`config.mk`:
```
export PLATFORM = sky130hd
export DESIGN_NAME = uba_dma_sched
export DESIGN_NICKNAME = d
export VERILOG_FILES = /design/src/rtl/ubadma_pkg.sv /design/src/rtl/uba_rr_arb.sv /design/src/rtl/uba_dma_sched.sv
export SDC_FILE = /design/constraint.sdc
export NUM_CORES = 1
export LEC_CHECK = 0
export CAP_MARGIN = 10
export CORE_AREA = 2 2 155 81
export CTS_CLUSTER_SIZE = 16
export DETAILED_ROUTE_END_ITERATION = 7
export DIE_AREA = 0 0 157 83
export PLACE_DENSITY = 0.82
export SLEW_MARGIN = 20
export SYNTH_ARGS = -nofsm -noshare
export SYNTH_HDL_FRONTEND = slang
export SYNTH_SLANG_ARGS = --single-unit
```
`constraint.sdc`:
```
create_clock -name clk -period 2.86 [get_ports clk]
set_input_delay 0.429 -clock clk [delete_from_list [all_inputs] [get_ports clk]]
set_output_delay 0.429 -clock clk [all_outputs]
set_load 0.01 [all_outputs]
```
`src/rtl/ubadma_pkg.sv`:
```
// Shared definitions for the UBA DMA sequencer: FSM states, pager flag
// bit positions and KS10 address bit numbering helpers.
package ubadma_pkg;

    localparam int ADDR_W = 36;
    localparam int GID_W  = 3;

    // pageFLAGS bit positions
    localparam int FLG_RPW = 0;
    localparam int FLG_E16 = 1;
    localparam int FLG_FTM = 2;
    localparam int FLG_VLD = 3;

    // KS10 bit number of address bit A17 (bits numbered 0 = MSB .. 35 = LSB)
    localparam int A17 = 18;

    typedef enum logic [2:0] {
        ST_IDLE  = 3'd0,
        ST_XLATE = 3'd1,
        ST_REQ   = 3'd2,
        ST_DONE  = 3'd3,
        ST_NXM   = 3'd4
    } state_t;

    // KS10 numbers bits from the MSB; vectors here are [35:0], so convert.
    function automatic int ks10_bit(input int n);
        return ADDR_W - 1 - n;
    endfunction

endpackage

```
`src/rtl/uba_rr_arb.sv`:
```
// Combinational round-robin picker: first requester at or after the
// pointer, wrapping N-1 -> 0. The pointer register lives in the parent.
module uba_rr_arb #(
    parameter int N  = 4,
    parameter int IW = 3
) (
    input  logic [N-1:0]  i_req,
    input  logic [IW-1:0] i_ptr,
    output logic [N-1:0]  o_gnt,
    output logic [IW-1:0] o_idx,
    output logic          o_vld
);

    // Walk the request vector starting at the pointer; the first hit wins.
    always_comb begin
        int k;
        o_gnt = '0;
        o_idx = '0;
        o_vld = 1'b0;
        k     = 0;
        for (int i = 0; i < N; i++) begin
            k = int'(i_ptr) + i;
            if (k >= N) k = k - N;
            if (!o_vld && i_req[k]) begin
                o_vld    = 1'b1;
                o_gnt[k] = 1'b1;
                o_idx    = IW'(k);
            end
        end
    end

endmodule

```
`src/rtl/uba_dma_sched.sv`:
```
// UBA DMA sequencer: round-robin grant among NDEV devices, page check of the
// granted address, KS10 bus request with timeout, then a one-cycle ACK or
// NXM pulse back to the granted device.
module uba_dma_sched
    import ubadma_pkg::*;
#(
    parameter int NDEV    = 4,
    parameter int TOWIDTH = 8
) (
    input  logic                   clk,
    input  logic                   rst,
    input  logic [NDEV-1:0]        devREQ,
    input  logic [NDEV*ADDR_W-1:0] devADDR,
    output logic [ADDR_W-1:0]      pageADDRI,
    input  logic [3:0]             pageFLAGS,
    output logic                   busREQO,
    input  logic                   busACKI,
    output logic [NDEV-1:0]        devACKO,
    output logic [NDEV-1:0]        devNXMO,
    output logic                   nxmSET,
    output logic [GID_W-1:0]       grantID
);

    // Timeout fires on the cycle the counter would reach all-ones, which
    // keeps busREQO high for exactly 2**TOWIDTH-1 cycles.
    localparam logic [TOWIDTH-1:0] CNT_LAST = {{(TOWIDTH-1){1'b1}}, 1'b0};

    state_t              r_state;
    logic [GID_W-1:0]    r_rrptr;
    logic [TOWIDTH-1:0]  r_cnt;

    logic [NDEV-1:0]     w_gnt;
    logic [GID_W-1:0]    w_idx;
    logic                w_vld;
    logic [ADDR_W-1:0]   w_sel_addr;
    logic [NDEV-1:0]     w_gid_oh;
    logic                w_xlate_bad;
    logic                w_unused_flags;

    uba_rr_arb #(
        .N  (NDEV),
        .IW (GID_W)
    ) u_arb (
        .i_req (devREQ),
        .i_ptr (r_rrptr),
        .o_gnt (w_gnt),
        .o_idx (w_idx),
        .o_vld (w_vld)
    );

    // Address of the device the arbiter is currently picking.
    always_comb begin
        w_sel_addr = '0;
        for (int n = 0; n < NDEV; n++) begin
            if (w_gnt[n]) w_sel_addr = devADDR[ADDR_W*n +: ADDR_W];
        end
    end

    // One-hot of the latched grant, used for the ACK/NXM pulse.
    always_comb begin
        w_gid_oh = '0;
        for (int n = 0; n < NDEV; n++) begin
            w_gid_oh[n] = (grantID == GID_W'(n));
        end
    end

    // Only VLD and A17 decide the outcome; the other flags pass through.
    assign w_xlate_bad    = !pageFLAGS[FLG_VLD] || pageADDRI[ks10_bit(A17)];
    assign w_unused_flags = ^{pageFLAGS[FLG_RPW], pageFLAGS[FLG_E16], pageFLAGS[FLG_FTM]};

    // Transfer sequencer: grant, translate, bus request, report outcome.
    always_ff @(posedge clk or negedge rst) begin
        if (!rst) begin
            r_state   <= ST_IDLE;
            r_rrptr   <= '0;
            r_cnt     <= '0;
            grantID   <= '0;
            pageADDRI <= '0;
            busREQO   <= 1'b0;
            devACKO   <= '0;
            devNXMO   <= '0;
            nxmSET    <= 1'b0;
        end else begin
            devACKO <= '0;
            devNXMO <= '0;
            nxmSET  <= 1'b0;
            case (r_state)
                ST_IDLE: begin
                    if (w_vld) begin
                        grantID   <= w_idx;
                        pageADDRI <= w_sel_addr;
                        r_rrptr   <= (w_idx == GID_W'(NDEV - 1)) ? '0 : w_idx + GID_W'(1);
                        r_state   <= ST_XLATE;
                    end
                end
                ST_XLATE: begin
                    if (w_xlate_bad) begin
                        devNXMO <= w_gid_oh;
                        nxmSET  <= 1'b1;
                        r_state <= ST_NXM;
                    end else begin
                        busREQO <= 1'b1;
                        r_cnt   <= '0;
                        r_state <= ST_REQ;
                    end
                end
                ST_REQ: begin
                    r_cnt <= r_cnt + TOWIDTH'(1);
                    if (busACKI) begin
                        busREQO <= 1'b0;
                        devACKO <= w_gid_oh;
                        r_state <= ST_DONE;
                    end else if (r_cnt == CNT_LAST) begin
                        busREQO <= 1'b0;
                        devNXMO <= w_gid_oh;
                        nxmSET  <= 1'b1;
                        r_state <= ST_NXM;
                    end
                end
                ST_DONE: r_state <= ST_IDLE;
                ST_NXM:  r_state <= ST_IDLE;
                default: r_state <= ST_IDLE;
            endcase
        end
    end

endmodule

```
==> results.txt, run 1 <==
At the worst endpoint, the required time is 3.06 ns. Traced cell by cell, the critical path runs through inv_4, ha_4, mux4_2, and3b_1, a221oi_2, buf_4, and2_4, buf_12, a2bb2oi_1, o211ai_2. The x dimension of the die is 157 µm. The number of buffers inserted during clock tree synthesis came out at 9.

The post-route clock skew is 0.00693 ns. The first global-routing pass estimated 24400 µm of wire. The top cell type's share of synthesized area is 36.0%. Setup repair after global routing could not meet its margin everywhere.

The share of the clock period used by the worst path came out at 98.0%. The count of placed standard cells in the final layout, fillers left out came out at 820. The data arrival time at the worst-slack endpoint is 3.01 ns.

The detailed-route DRC error count is 0. The number of antenna diodes in the final layout is 0. The count of nets left with antenna violations once routing finished came out at 0. The synthesized design contains 0 enable-type register cells. The detailed-placement wirelength estimate is 11700 µm. In the routed layout, each cell is associated on average with a via count of 5.59. Averaged over all synthesized cells, the footprint is 10.1 µm². The average routed wire per standard cell came out at 20.4 µm.

After detailed routing, the total wire length is 16800 µm. Once placement finished, the instance area stood at 0.00681 mm². The floorplan step defined a core boundary enclosing 0.0116 mm². The post-synthesis to final-layout area growth came out at 68.5%. The total overflow left after global routing is 0. The yosys synthesis warning count came out at 0.

At the pin with the least slew margin, the transition time is 0.691 ns. The share of flip-flops with an asynchronous set or reset after synthesis came out at 100%. The power per cell area is 1230 mW/mm². The number of clock sinks came out at 63. The worst path in the final design needs a cycle of 2.80 ns, including I/O delays and setup. The final number of setup-violating endpoints came out at 0. The design area is 0.00737 mm². The number of nets in the final layout came out at 816.

The maximum fanout encountered on the critical timing path came out at 29. Global routing used 39.7% of the available met2 tracks. The depth of the most critical reg-to-reg path is 10. The nature of the critical path endpoint is a flip-flop. The share of total power in the clock network came out at 14.5%. The total power draw came out at 9090 µW.

Port buffering added 200 buffers. 204 I/O pins were placed. The analysis attributes to cell leakage a power of 0.00291 µW. In the synthesized netlist, the cells that appear most often are 63 x sky130_fd_sc_hd__dfrtp_1, 53 x sky130_fd_sc_hd__nand2_1, 41 x sky130_fd_sc_hd__nand4_1, 36 x sky130_fd_sc_hd__a2bb2oi_1. Of all cell types, the one taking the most synthesized area is sky130_fd_sc_hd__dfrtp_1. When the netlist entered floorplanning its net count stood at 597.

The number of instances in the placed design is 796. Broken down by cell family, the worst path's largest delay share belongs to multiplexers. In this run the power spent charging and discharging nets is 3960 µW.

TritonCTS built the clock tree. The maximum number of pins on one net before global-route repair came out at 78. The final estimated routing congestion in global placement came out at 0.865. The switching share of total power is 43.6%. The global-route met3 utilization is 6.21%.

Global routing used 23.8% of the available tracks across all layers. The number of global-route vias before repair is 4680. The sequential share of power came out at 16.3%.

The worst-case clock buffer depth came out at 2. The overall via count from detail_route is 4585. The proportion of power drawn by combinational gates is 69.2%. The clock tree root driver cell is sky130_fd_sc_hd__clkbuf_16. The initial core utilization came out at 37.7%.

The cell area after synthesis is 0.00437 mm². The tightest min-delay check is of the in -> async type. The cell-internal power came out at 5130 µW. For this run, the share of the core covered by cells in the final layout is 63.6%. The run finished with clean final reports. The number of antenna violations at the first check in global routing came out at 0. The number of pins with negative max-slew slack in the final report came out at 0. For this run, the slowest stage of the critical path takes 0.57 ns. The first-pass iteration count of the detailed router is 5.

After clock tree synthesis, the clock-pin slew on the worst setup and hold paths is 0.06 ns. The number of maximum-capacitance violations is 0. The number of standard cells after synthesis came out at 431. Global routing used 30.6% of the available met1 tracks. The fmax is 357 MHz. The combined buffer and inverter count along the critical path is 3.

The number of placement rows came out at 28. Synthesis instantiated 56 different standard cells from the library. Among all stages on the critical path, the largest delay is contributed by sky130_fd_sc_hd__mux4_2. The height of the die came out at 83 µm. The maximum VDD drop came out at 0.830 mV. In this run the most used layer during global routing was met2. The latest clock arrival within the worst-skew pair came out at 0.33 ns. The worst setup path is launched from a flip-flop.

The level count of the clock H-tree is 3. The max-slew headroom at the worst pin is 54.0%. The number of logic stages on the critical path including buffering is 10. The count of routing violations after the opening detailed-route iteration came out at 251. The total of flip-flops plus latches after synthesis is 63.

The share of the yosys chip area belonging to registers is 36.0%. The dominant synthesized flop cell is sky130_fd_sc_hd__dfrtp_1. Cells with a size suffix above 1 make up 25.3% of the layout. The hold violation count in the final report was 0. The kind of critical path is reg -> reg. In the post-synthesis netlist, the biggest area contributors are sky130_fd_sc_hd__dfrtp_1 36%, sky130_fd_sc_hd__a22oi_2 8.6%, sky130_fd_sc_hd__o211ai_2 8.6%, sky130_fd_sc_hd__a2bb2oi_1 7.2%, sky130_fd_sc_hd__nand4_1 5.9%.

In the post-synthesis netlist, the cell with the most instances is sky130_fd_sc_hd__dfrtp_1. The die area came out at 0.0130 mm².
final timing paths:
| check | end | from | slack [ns] |
|---|---|---|---|
| worst max-delay path | pageADDRI[27]$_DFFE_PN0P_ | r_rrptr[1]$_DFFE_PN0P_ | 0.06 |
| max in group asynchronous | r_rrptr[0]$_DFFE_PN0P_ | rst | 2.04 |
| worst max register to register | pageADDRI[27]$_DFFE_PN0P_ | r_rrptr[1]$_DFFE_PN0P_ | 0.06 |
| min in group clk | pageADDRI[26]$_DFFE_PN0P_ | pageADDRI[26]$_DFFE_PN0P_ | 0.50 |
| worst min-delay path | pageADDRI[32]$_DFFE_PN0P_ | rst | 0.14 |
| worst min register to register | pageADDRI[26]$_DFFE_PN0P_ | pageADDRI[26]$_DFFE_PN0P_ | 0.50 |
cell type report:
type                       count  area, µm²
clock buffer                   9        225
clock inverter                 7        125
fill                         934       4230
inverter                       7       33.8
multi-input combinational    319       2650
sequential                    63       1580
tap                          165        206
timing repair buffer         250       2550
cell usage in the layout (no fill, tap or decap), types with 8 or more instances in the layout:
cell type,n
sky130_fd_sc_hd__a22oi_2,34
sky130_fd_sc_hd__o21ai_0,12
sky130_fd_sc_hd__ha_1,10
sky130_fd_sc_hd__clkbuf_16,12
sky130_fd_sc_hd__a2bb2oi_1,29
sky130_fd_sc_hd__buf_12,9
sky130_fd_sc_hd__nand2_1,53
sky130_fd_sc_hd__o211ai_1,11
sky130_fd_sc_hd__nor2_1,13
sky130_fd_sc_hd__dfrtp_1,62
sky130_fd_sc_hd__nand4_1,41
sky130_fd_sc_hd__o211ai_2,30
sky130_fd_sc_hd__buf_4,34
sky130_fd_sc_hd__clkdlybuf4s50_1,199
sky130_fd_sc_hd__nand3_1,8
worst register-to-register path, cell delays in order (launching register included):
cell and delay, ns:
sky130_fd_sc_hd__dfrtp_1 0.42, sky130_fd_sc_hd__inv_4 0.06, sky130_fd_sc_hd__ha_4 0.28, sky130_fd_sc_hd__mux4_2 0.57, sky130_fd_sc_hd__and3b_1 0.21, sky130_fd_sc_hd__a221oi_2 0.23
sky130_fd_sc_hd__buf_4 0.16, sky130_fd_sc_hd__and2_4 0.21, sky130_fd_sc_hd__buf_12 0.19, sky130_fd_sc_hd__a2bb2oi_1 0.25, sky130_fd_sc_hd__o211ai_2 0.10
logic make-up after synthesis:
group	count (synthesis)	synth area share [%]
fa+ha+maj	11	3.15
xor+xnor	2	0.401
buf+inv	49	6.09
mux	8	3.03
compound gates	146	32.9
flops	63	36.0
simple gates	152	18.4
power groups by stage:
| stage | Combinational, µW | Sequential [µW] | Clock (µW) |
|---|---|---|---|
| 2_1_floorplan | 3630 | 1540 | 0 |
| 3_3_place_gp | 5500 | 1450 | 0 |
| 3_5_place_dp | 5690 | 1470 | 0 |
| 4_1_cts | 5740 | 1460 | 1340 |
| 5_1_grt | 6660 | 1520 | 1380 |
| 6_report | 6290 | 1480 | 1320 |
sequential cells by signal (all words and copies together), names as in the netlist:
name,count
busREQO,1
devNXMO,4
devACKO,4
grantID,3
r_cnt,8
r_state,3
pageADDRI,36
nxmSET,1
r_rrptr,3
what timing repair did:
item / 4_1_cts / 5_1_grt
buffers inserted: 0 / 4
hold buffers: 0 / 0
gates cloned: 0 / 4
setup endpoints to repair: 19 / 38
pin swaps: 1 / 3
resized for setup: 3 / 18
through the flow:
stage / worst slack (ns) / TNS [ns] / hold slack, ns
floorplan: -0.0395 / -1.18 / 0.133
global placement: -0.203 / -5.74 / 0.473
detailed placement: -0.297 / -8.35 / 0.487
CTS: 0.00404 / 0 / 0.148
global route: -0.0208 / -0.0645 / 0.176
finish: 0.0577 / 0 / 0.136
metal layers:
metal | wire length, µm | up-vias
met5 | 0 | -
li1 | - | 2122
met4 | 269 | 0
met2 | 7820 | 218
met3 | 1390 | 21
met1 | 7280 | 2224
Note: power is estimated with default switching activity, not from simulation.
==> run 2, diff against run 1 <==
SETUP_SLACK_MARGIN = 0.4   (was default)
==> run 2 against run 1 <==
  * First-iteration DRC count grew 35%
  * Fmax shrank 0.37%
  * Cell area shrank 0.17%
  * Hold slack gained 0.0099 ns
  * Sequential power is essentially flat
  * Die area is the same
  * Routed wire length shrank 2.3%
  * Clock-buffer cell count grew 2
==> results.txt, run 2 (synthesized netlist as in run 1, its figures left out) <==
The run finished with clean final reports. The initial core utilization was 37.7% (unchanged). The number of antenna violations at the first check in global routing is 0 (unchanged).

The detailed-route DRC error count came out at 0 (unchanged). The number of clock sinks is 63 (unchanged). The number of flip-flops in the largest register came to 36 (unchanged). The design area is 0.00736 mm² (-0.17%). The fmax came out at 356 MHz (-0.37%). The measured slew at the worst slew-check pin is 0.861 ns (+0.170 ns).

The latest clock arrival within the worst-skew pair came to 0.33 ns (about the same). The worst-case clock buffer depth came out at 2 (unchanged). The number of nets still failing antenna checks after routing came out at 0 (unchanged). The share of the core filled with cells in the final layout came out at 63.5% (-0.11 points). In the layout the commonest cells are 199 x sky130_fd_sc_hd__clkdlybuf4s50_1, 62 x sky130_fd_sc_hd__dfrtp_1, 53 x sky130_fd_sc_hd__nand2_1. The power per cell area came to 1230 mW/mm² (-0.59%). The cell sitting at the root of the clock tree is a sky130_fd_sc_hd__clkbuf_16. The leakage power total was 0.00292 µW (about the same). The number of pins with negative max-slew slack in the final report is 0 (unchanged). The met3 routed wirelength came out at 1210 µm (-13%).

The number of maximum-capacitance violations came out at 0 (unchanged). The area after detailed placement was 0.00683 mm² (+0.39%). The routed length on met1 is 7430 µm (+2.1%). The level count of the clock H-tree is 3 (unchanged). The maximum VDD drop is 0.590 mV (-29%). The highest metal layer with signal wires is met4. The per-cell via count in the routed design is 5.56 (-0.49%). The clock transition at the registers of the reported paths was 0.06 ns (about the same). The final estimated routing congestion in global placement is 0.856 (-1.0%). The global-route usage over all layers came to 24.6% (+0.80 points). The maximum number of pins on one net before global-route repair is 57 (-27%). The first-pass iteration count of the detailed router came out at 5 (unchanged). The worst hold path belongs to the class in -> async. The share of the clock period used by the worst path came out at 98.3% (+0.37 points). The number of buffers inserted during clock tree synthesis came out at 9 (unchanged). The number of buffer cells added on primary ports came to 200 (unchanged). TritonCTS built the clock tree.

The remaining global-route overflow is 0 (unchanged). The number of nets in the final layout is 822 (+0.74%). The data arrival time at the worst-slack endpoint is 3.06 ns (+0.05 ns). The wire length after detailed routing was 16400 µm (-2.3%).

The number of global-route vias before repair came to 4713 (+0.71%). The post-route clock skew was 0.00681 ns (-0.000127 ns). The final number of setup-violating endpoints is 0 (unchanged).

Leaving out fill and tap cells, the most frequent cell in the layout is sky130_fd_sc_hd__clkdlybuf4s50_1. The worst setup path is captured at a flip-flop. The kind of critical path is reg -> reg. The wire length of the first global-routing pass came to 25100 µm (+2.8%).

In the final layout, the registers with the most flip-flops are pageADDRI x36, r_cnt x8. The average routed wire per standard cell came out at 19.8 µm (-3.0%). The antenna diode count is 0 (unchanged). The maximum fanout encountered on the critical timing path came out at 9 (-69%). The max-slew headroom at the worst pin came to 42.1% (-12 points). The I/O pin count was 204 (unchanged). The share of post-route cells with drive strength above 1 was 24.4% (-0.99 points). The x dimension of the die came out at 157 µm (unchanged). The count of routing violations after the opening detailed-route iteration is 338 (+35%).

STA classifies the critical path startpoint as a flip-flop. The routed wire length on met2 was 7470 µm (-4.5%). The post-route minimum period came out at 2.81 ns (+0.0105 ns). The cts-stage hold buffer count came to 0 (unchanged). The height of the die is 83 µm (unchanged). The register bank with the most flops is pageADDRI. The number of placement rows is 28 (unchanged).

The die area came to 0.0130 mm² (unchanged). Setup repair after global routing could not meet its margin everywhere. The total of fill cells in the finished design is 908 (-2.8%). The total core area came out at 0.0116 mm² (unchanged). The overall via count from detail_route is 4596 (+0.24%). The worst path required time is 3.10 ns (+0.04 ns). The post-synthesis to final-layout area growth came out at 68.2%. The hold violation count in the final report was 0 (unchanged). The detailed-placement wirelength estimate came out at 11400 µm (-2.1%).
run 2: final timing paths:
check                                        from                         to  slack [ns]  cells past startpoint
setup / recovery           r_rrptr[0]$_DFFE_PN0P_  pageADDRI[13]$_DFFE_PN0P_        0.05                     12
hold / removal                                rst   pageADDRI[2]$_DFFE_PN0P_        0.15                      1
setup reg to reg           r_rrptr[0]$_DFFE_PN0P_  pageADDRI[13]$_DFFE_PN0P_        0.05                     12
hold reg to reg              r_cnt[7]$_DFFE_PN0P_       r_cnt[7]$_DFFE_PN0P_        0.49                      1
max in group asynchronous                     rst     r_rrptr[0]$_DFFE_PN0P_        2.03                      2
min in group clk             r_cnt[7]$_DFFE_PN0P_       r_cnt[7]$_DFFE_PN0P_        0.49                      1
run 2: per-layer routing:
layer / vias up / track usage, %
met2: 203 / 39.2
met3: 24 / 6.16
met1: 2236 / 32.8
met4: 0 / 7.92
met5: - / 0
li1: 2133 / -
run 2: power by group:
group	switching, µW	internal [µW]	total (µW)
Clock	417	587	1000
Sequential	238	1220	1460
Combinational	3290	3270	6560
run 2: layout make-up:
class                      instances  area [µm²]  share of cell area, %
multi-input combinational        319        2610                   35.5
clock inverter                     5        35.0                  0.476
clock buffer                      11         233                   3.16
timing repair buffer             256        2660                   36.2
tap                              165         206                   2.81
inverter                           7        33.8                  0.459
sequential                        63        1580                   21.4
run 2: repair_timing:
| action | CTS | global route |
|---|---|---|
| endpoints found under the setup margin | 40 | 41 |
| resized for setup | 13 | 4 |
| pin swaps | 2 | 3 |
| setup buffers | 6 | 0 |
| gates cloned | 3 | 3 |
run 2: per-stage QoR:
step	std cells	total power (µW)	setup WS, ns	TNS [ns]	hold WS (ns)
final	826	9020	0.0472	0	0.146
after floorplan	431	5160	-0.0395	-1.18	0.133
after detailed placement	798	7180	-0.380	-11.23	0.473
after global routing	826	9550	0.000766	0	0.196
after CTS	823	8720	0.0921	0	0.165
after global placement	798	7010	-0.219	-6.97	0.472
run 2: critical path: stages (launching register included):
cell and delay (ns):
sky130_fd_sc_hd__dfrtp_2 0.44, sky130_fd_sc_hd__inv_6 0.07, sky130_fd_sc_hd__ha_4 0.20, sky130_fd_sc_hd__buf_4 0.16
sky130_fd_sc_hd__mux2i_2 0.17, sky130_fd_sc_hd__nor4b_2 0.18, sky130_fd_sc_hd__buf_4 0.14, sky130_fd_sc_hd__buf_4 0.13
sky130_fd_sc_hd__o211ai_1 0.19, sky130_fd_sc_hd__nand4_1 0.20, sky130_fd_sc_hd__or3_4 0.45, sky130_fd_sc_hd__clkbuf_16 0.21
sky130_fd_sc_hd__o211ai_2 0.17
